## config.mk

```make
export PLATFORM = sky130hd
export DESIGN_NAME = wb_arbiter
export DESIGN_NICKNAME = d
export VERILOG_FILES = /design/src/rtl/wb_arbiter.sv
export SDC_FILE = /design/constraint.sdc
export NUM_CORES = 1
export LEC_CHECK = 0
export CAP_MARGIN = 25
export CORE_ASPECT_RATIO = 0.6
export CORE_MARGIN = 2
export CORE_UTILIZATION = 35
export DETAILED_ROUTE_END_ITERATION = 6
export MAX_ROUTING_LAYER = met4
export PLACE_DENSITY = 0.89
export SLEW_MARGIN = 40
export SYNTH_ARGS = -nofsm -noshare
export SYNTH_HDL_FRONTEND = slang
export SYNTH_SLANG_ARGS = --single-unit
```

## constraint.sdc

```tcl
create_clock -name clk -period 3.6 [get_ports clk]
set_clock_uncertainty 0.05 [all_clocks]
set_input_delay 0.72 -clock clk [delete_from_list [all_inputs] [get_ports clk]]
set_output_delay 0.72 -clock clk [all_outputs]
set_load 0.005 [all_outputs]
```

## src/rtl/wb_arbiter.sv

```systemverilog
// Write-back arbiter: picks one of ALU/LSU/MUL-DIV per cycle by fixed priority with
// starvation promotion, and registers the winner onto the register file write port.
module wb_arbiter #(
    parameter int XLEN         = 32,
    parameter int STARVE_LIMIT = 4
) (
    input  logic                 clk,
    input  logic                 rst,
    input  logic [2:0]           req_valid,
    output logic [2:0]           req_ready,
    input  logic [2:0][4:0]      req_rd_addr,
    input  logic [2:0][XLEN-1:0] req_rd_data,
    output logic                 rd_wr_en,
    output logic [4:0]           rd_addr,
    output logic [XLEN-1:0]      rd_data
);

    localparam logic [3:0] LIMIT = 4'(STARVE_LIMIT);

    logic [2:0][3:0]  wait_cnt;
    logic [2:0]       starved;
    logic [2:0]       candidates;
    logic             xfer;
    logic [4:0]       sel_addr;
    logic [XLEN-1:0]  sel_data;

    // Starved requesters form their own priority class ahead of everyone else;
    // within a class the lowest index wins (isolate the lowest set bit).
    always_comb begin
        for (int i = 0; i < 3; i++) begin
            starved[i] = req_valid[i] && (wait_cnt[i] == LIMIT);
        end
        candidates = (starved != 3'b000) ? starved : req_valid;
        req_ready  = rst ? 3'b000 : (candidates & (~candidates + 3'd1));
    end

    always_comb begin
        sel_addr = '0;
        sel_data = '0;
        for (int i = 0; i < 3; i++) begin
            if (req_ready[i]) begin
                sel_addr = req_rd_addr[i];
                sel_data = req_rd_data[i];
            end
        end
        xfer = (req_ready != 3'b000);
    end

    // A counter restarts whenever its request goes away (transfer or flush).
    always_ff @(posedge clk) begin
        for (int i = 0; i < 3; i++) begin
            if (rst || !req_valid[i] || req_ready[i]) begin
                wait_cnt[i] <= 4'd0;
            end else if (wait_cnt[i] != LIMIT) begin
                wait_cnt[i] <= wait_cnt[i] + 4'd1;
            end
        end
    end

    // x0 writes are consumed but never reach the register file.
    always_ff @(posedge clk) begin
        if (rst) begin
            rd_wr_en <= 1'b0;
            rd_addr  <= 5'd0;
            rd_data  <= '0;
        end else begin
            rd_wr_en <= xfer && (sel_addr != 5'd0);
            if (xfer) begin
                rd_addr <= sel_addr;
                rd_data <= sel_data;
            end
        end
    end

endmodule
```

==> metrics.md <==
| Metric | Value |
|---|---|
| CTS H-tree lvls | 2 |
| Synth Flop Type | dfxtp_1 |
| Number of gates resized after CTS | 0 |
| DP Area | roughly 0.004 mm^2 |
| Worst Path Required | roughly 2800 ps |
| Critical R2R Launch | wait_cnt[0] |
| VDD IR-drop max | around 0.17 mV |
| Proportion of layout cells with a drive suffix above 1 | roughly 6% |
| RD Place Congestion | 0.795 |
| Arrival @ worst endpoint | 2470 ps |
| Power Internal | about 0.95 mW |
| Std cell rows | 22 |
| Unique cell type count in the Yosys netlist | 39 |
| Root Buffer | clkbuf_8 |
| R2r worst-path depth | 9 |
| Initial core utilization | ~37% |
| Synth Instances | approximately 250 |
| Psw | approximately 0.29 mW |
| Vias | roughly 2,600 |
| CTS Buffer Depth | 2 |
| Post-synthesis cell area | ~0.0023 mm^2 |
| Clk_lat worst skew | about 290 ps |
| Clk network pwr share | between 20% and 30% |
| CP cell instances | clkdlybuf4s50_1 > inv_1 > a2111oi_4 > nand2_2 > inv_2 > clkdlybuf4s50_1 |
| # IOs | roughly 160 |
| Synthesis-to-layout area growth | 75.8% |
| CTS sink cnt | 50 |
| Fin area | roughly 0.0040 mm^2 |
| Number of synthesized register bits | 50 |
| Max Fclk | around 310 MHz |
| CP Buf/Inv Count | 4 |
| Top area cells in the synthesized netlist | dfxtp_1, a222oi_1, nand2_1 |
| Worst path top cell family by delay | buffers and inverters |
| Final setup violating endpoints | 0 |
| Cell with the largest stage delay on the worst path | clkdlybuf4s50_1 |
| Post-place setup slack | ~360 ps |
| Startpoint types | input pin |
| TNS Setup | 0 ps |
| Post-route ant nets | 0 |
| Setup ws final | ~360 ps |
| Slew Limit Fails | 0 |
| R2r setup slk | 1200 ps |
| Crit path time final | around 3200 ps |
| RSZ-0062 raised after global routing | no |
| Sw frac | a little under a quarter |
| Top-count cell post-synth | nand2_1 |
| Post-synth EDFFs | 0 |
| Status | finished clean |
| Core box area | between 0.006 and 0.007 mm^2 |
| Critical Path Sink Type | output port |
| Leak | approximately 1.6 nW |
| Buffer count from post-CTS setup fixing | 0 |
| Final hold violation count | 0 |
| Setup crit end | req_ready[2] |
| GR Overflow Total | 0 |
| Largest net degree at the start of global routing | 39 |
| Power per Cell Area | around 310 mW/mm^2 |
| Synth cell count leaders | nand2_1, dfxtp_1, a222oi_1 |
| Area share of the largest cell type after synthesis | between 40 and 50% |
| Initial antenna violation count | 0 |
| Final worst path period share | 90.0% |
| Wire per inst | between 15 and 20 um |
| IO buf count | 156 |
| Ys async rst share | 0% |
| Sequential-to-total area share from yosys stat | between 40% and 50% |
| Gate power share | approximately a quarter |
| Most used cell, CP | clkdlybuf4s50_1 |
| Die area | between 0.007 and 0.008 mm^2 |
| Number of global-route vias before repair | roughly 2,600 |
| CP max FO | 3 |
| CTS buffer count | 5 |
| Total GRT Usage | between 20% and 30% |
| CTS tree | built |
| Final net count | between 500 and 600 |
| CP Depth | 6 |
| Final WL | around 7900 um |
| Hold Path Class | register to register |
| Synth warn | 0 |
| Worst setup path startpoint | req_valid[2] |
| Cell taking the most area after synthesis | dfxtp_1 |
| Critical Path Max Stage Delay | a little under 600 ps |
| Vias per Instance | roughly 5.3 |
| Diode count | 0 |
| Sequential share of power | between 40 and 50% |
| Chip height | about 67 um |
| First-iteration detailed-routing DRC count | 200 |
| Setup CP Type | input pin to output port |
| DR pass1 iterations | 6 |
| DPL Wire Length | slightly below 6000 um |
| Critical R2R Capture | wait_cnt[8] |
| Clock transition at path regs | around 90 ps |
| Rel. slew slack | a little over 70% |
| Max-Cap Viols | 0 |
| DIE WIDTH | between 100 and 150 um |
| Worst Tran Pin Value | around 420 ps |
| Hold-fix buffers, CTS | 0 |
| # DRC | 0 |
| First-pass GRT wire length | between 10,000 and 15,000 um |
| Synth Net Count | between 300 and 400 |
| Mean post-synth cell area | 9.02 um^2 |
[worst reg2reg max path, cell delays in order (launching register included)]
cell and delay (ps):
dfxtp_1 390, inv_1 60, ha_1 230, and4b_1 240, a2111oi_4 380, nand2_2 120, inv_2 100, buf_4 370
or3_1 280, nor2_1 70
[registers in the layout, summed over array words and instances, names as in the netlist]
name and flops:
rd_addr 5, rd_wr_en 1, rd_data 32, wait_cnt 12
[power groups by stage]
stage,clock [mW],sequential (mW),combinational (mW)
final,0.330,0.613,0.302
after global placement,0,0.622,0.298
after global routing,0.372,0.617,0.326
after CTS,0.350,0.613,0.305
after floorplan,0,0.626,0.0758
after detailed placement,0,0.625,0.303
[final cells by class]
| type | instances | area, um^2 |
|---|---|---|
| clock buffer | 7 | 86.3 |
| clock inverter | 1 | 5.00 |
| multi-input combinational | 178 | 1170 |
| inverter | 9 | 33.8 |
| sequential | 50 | 1000 |
| tap | 84 | 105 |
| fill | 525 | 2180 |
| timing repair buffer | 162 | 1610 |
[routing by layer]
metal | track usage, % | vias to the layer above | wire [um]
met2 | 38.8 | 130 | 3690
met3 | 5.77 | 2 | 749
met4 | 2.40 | 0 | 16
met5 | - | - | 0
met1 | 28.4 | 1228 | 3420
li1 | - | 1249 | -
[logic make-up (layout without fill, tap and decap cells)]
family | count (synthesis) | in the layout | share of synthesized area, %
and+or+nand+nor | 109 | 109 | 21.7
AOI/OAI and AO/OA | 58 | 58 | 23.5
DFF | 50 | 50 | 43.9
buffers and inverters | 25 | 179 | 5.70
adders and majority gates | 6 | 6 | 3.29
xor gates and xnor gates | 5 | 5 | 1.92
[worst min path at each step]
stage / slack (ps) / end / cells past startpoint / startpoint
6_report: 400 / rd_addr[1] / 2 / rd_addr[1]
5_1_grt: 420 / rd_addr[1] / 2 / rd_addr[1]
4_1_cts: 400 / rd_addr[1] / 2 / rd_addr[1]
3_5_place_dp: 390 / rd_addr[1] / 2 / rd_addr[1]
3_3_place_gp: 380 / rd_addr[1] / 2 / rd_addr[1]
2_1_floorplan: 380 / wait_cnt[0] / 1 / wait_cnt[0]
[through the flow]
step	cells	utilization [%]	hold WS [ps]	total power [mW]
after floorplan	253	-	380	0.702
after global placement	483	63.3	382	0.920
after detailed placement	483	63.3	386	0.928
after CTS	491	64.7	403	1.27
after global routing	491	64.7	424	1.32
final	491	64.7	402	1.25
[cells in the final DEF (no fill, tap or decap), types with 2 or more instances in the layout]
master / n
a211oi_1: 2
a21oi_1: 7
a222oi_1: 35
a22oi_1: 2
buf_4: 6
clkbuf_8: 6
clkdlybuf4s50_1: 156
dfxtp_1: 50
ha_1: 6
inv_1: 8
nand2_1: 76
nand3_1: 3
nand3b_1: 2
nand4b_1: 3
nor2_1: 10
nor3_1: 3
o2bb2ai_1: 2
or2_2: 2
xnor2_1: 5
No activity file was read; power rests on OpenSTA's default activity.
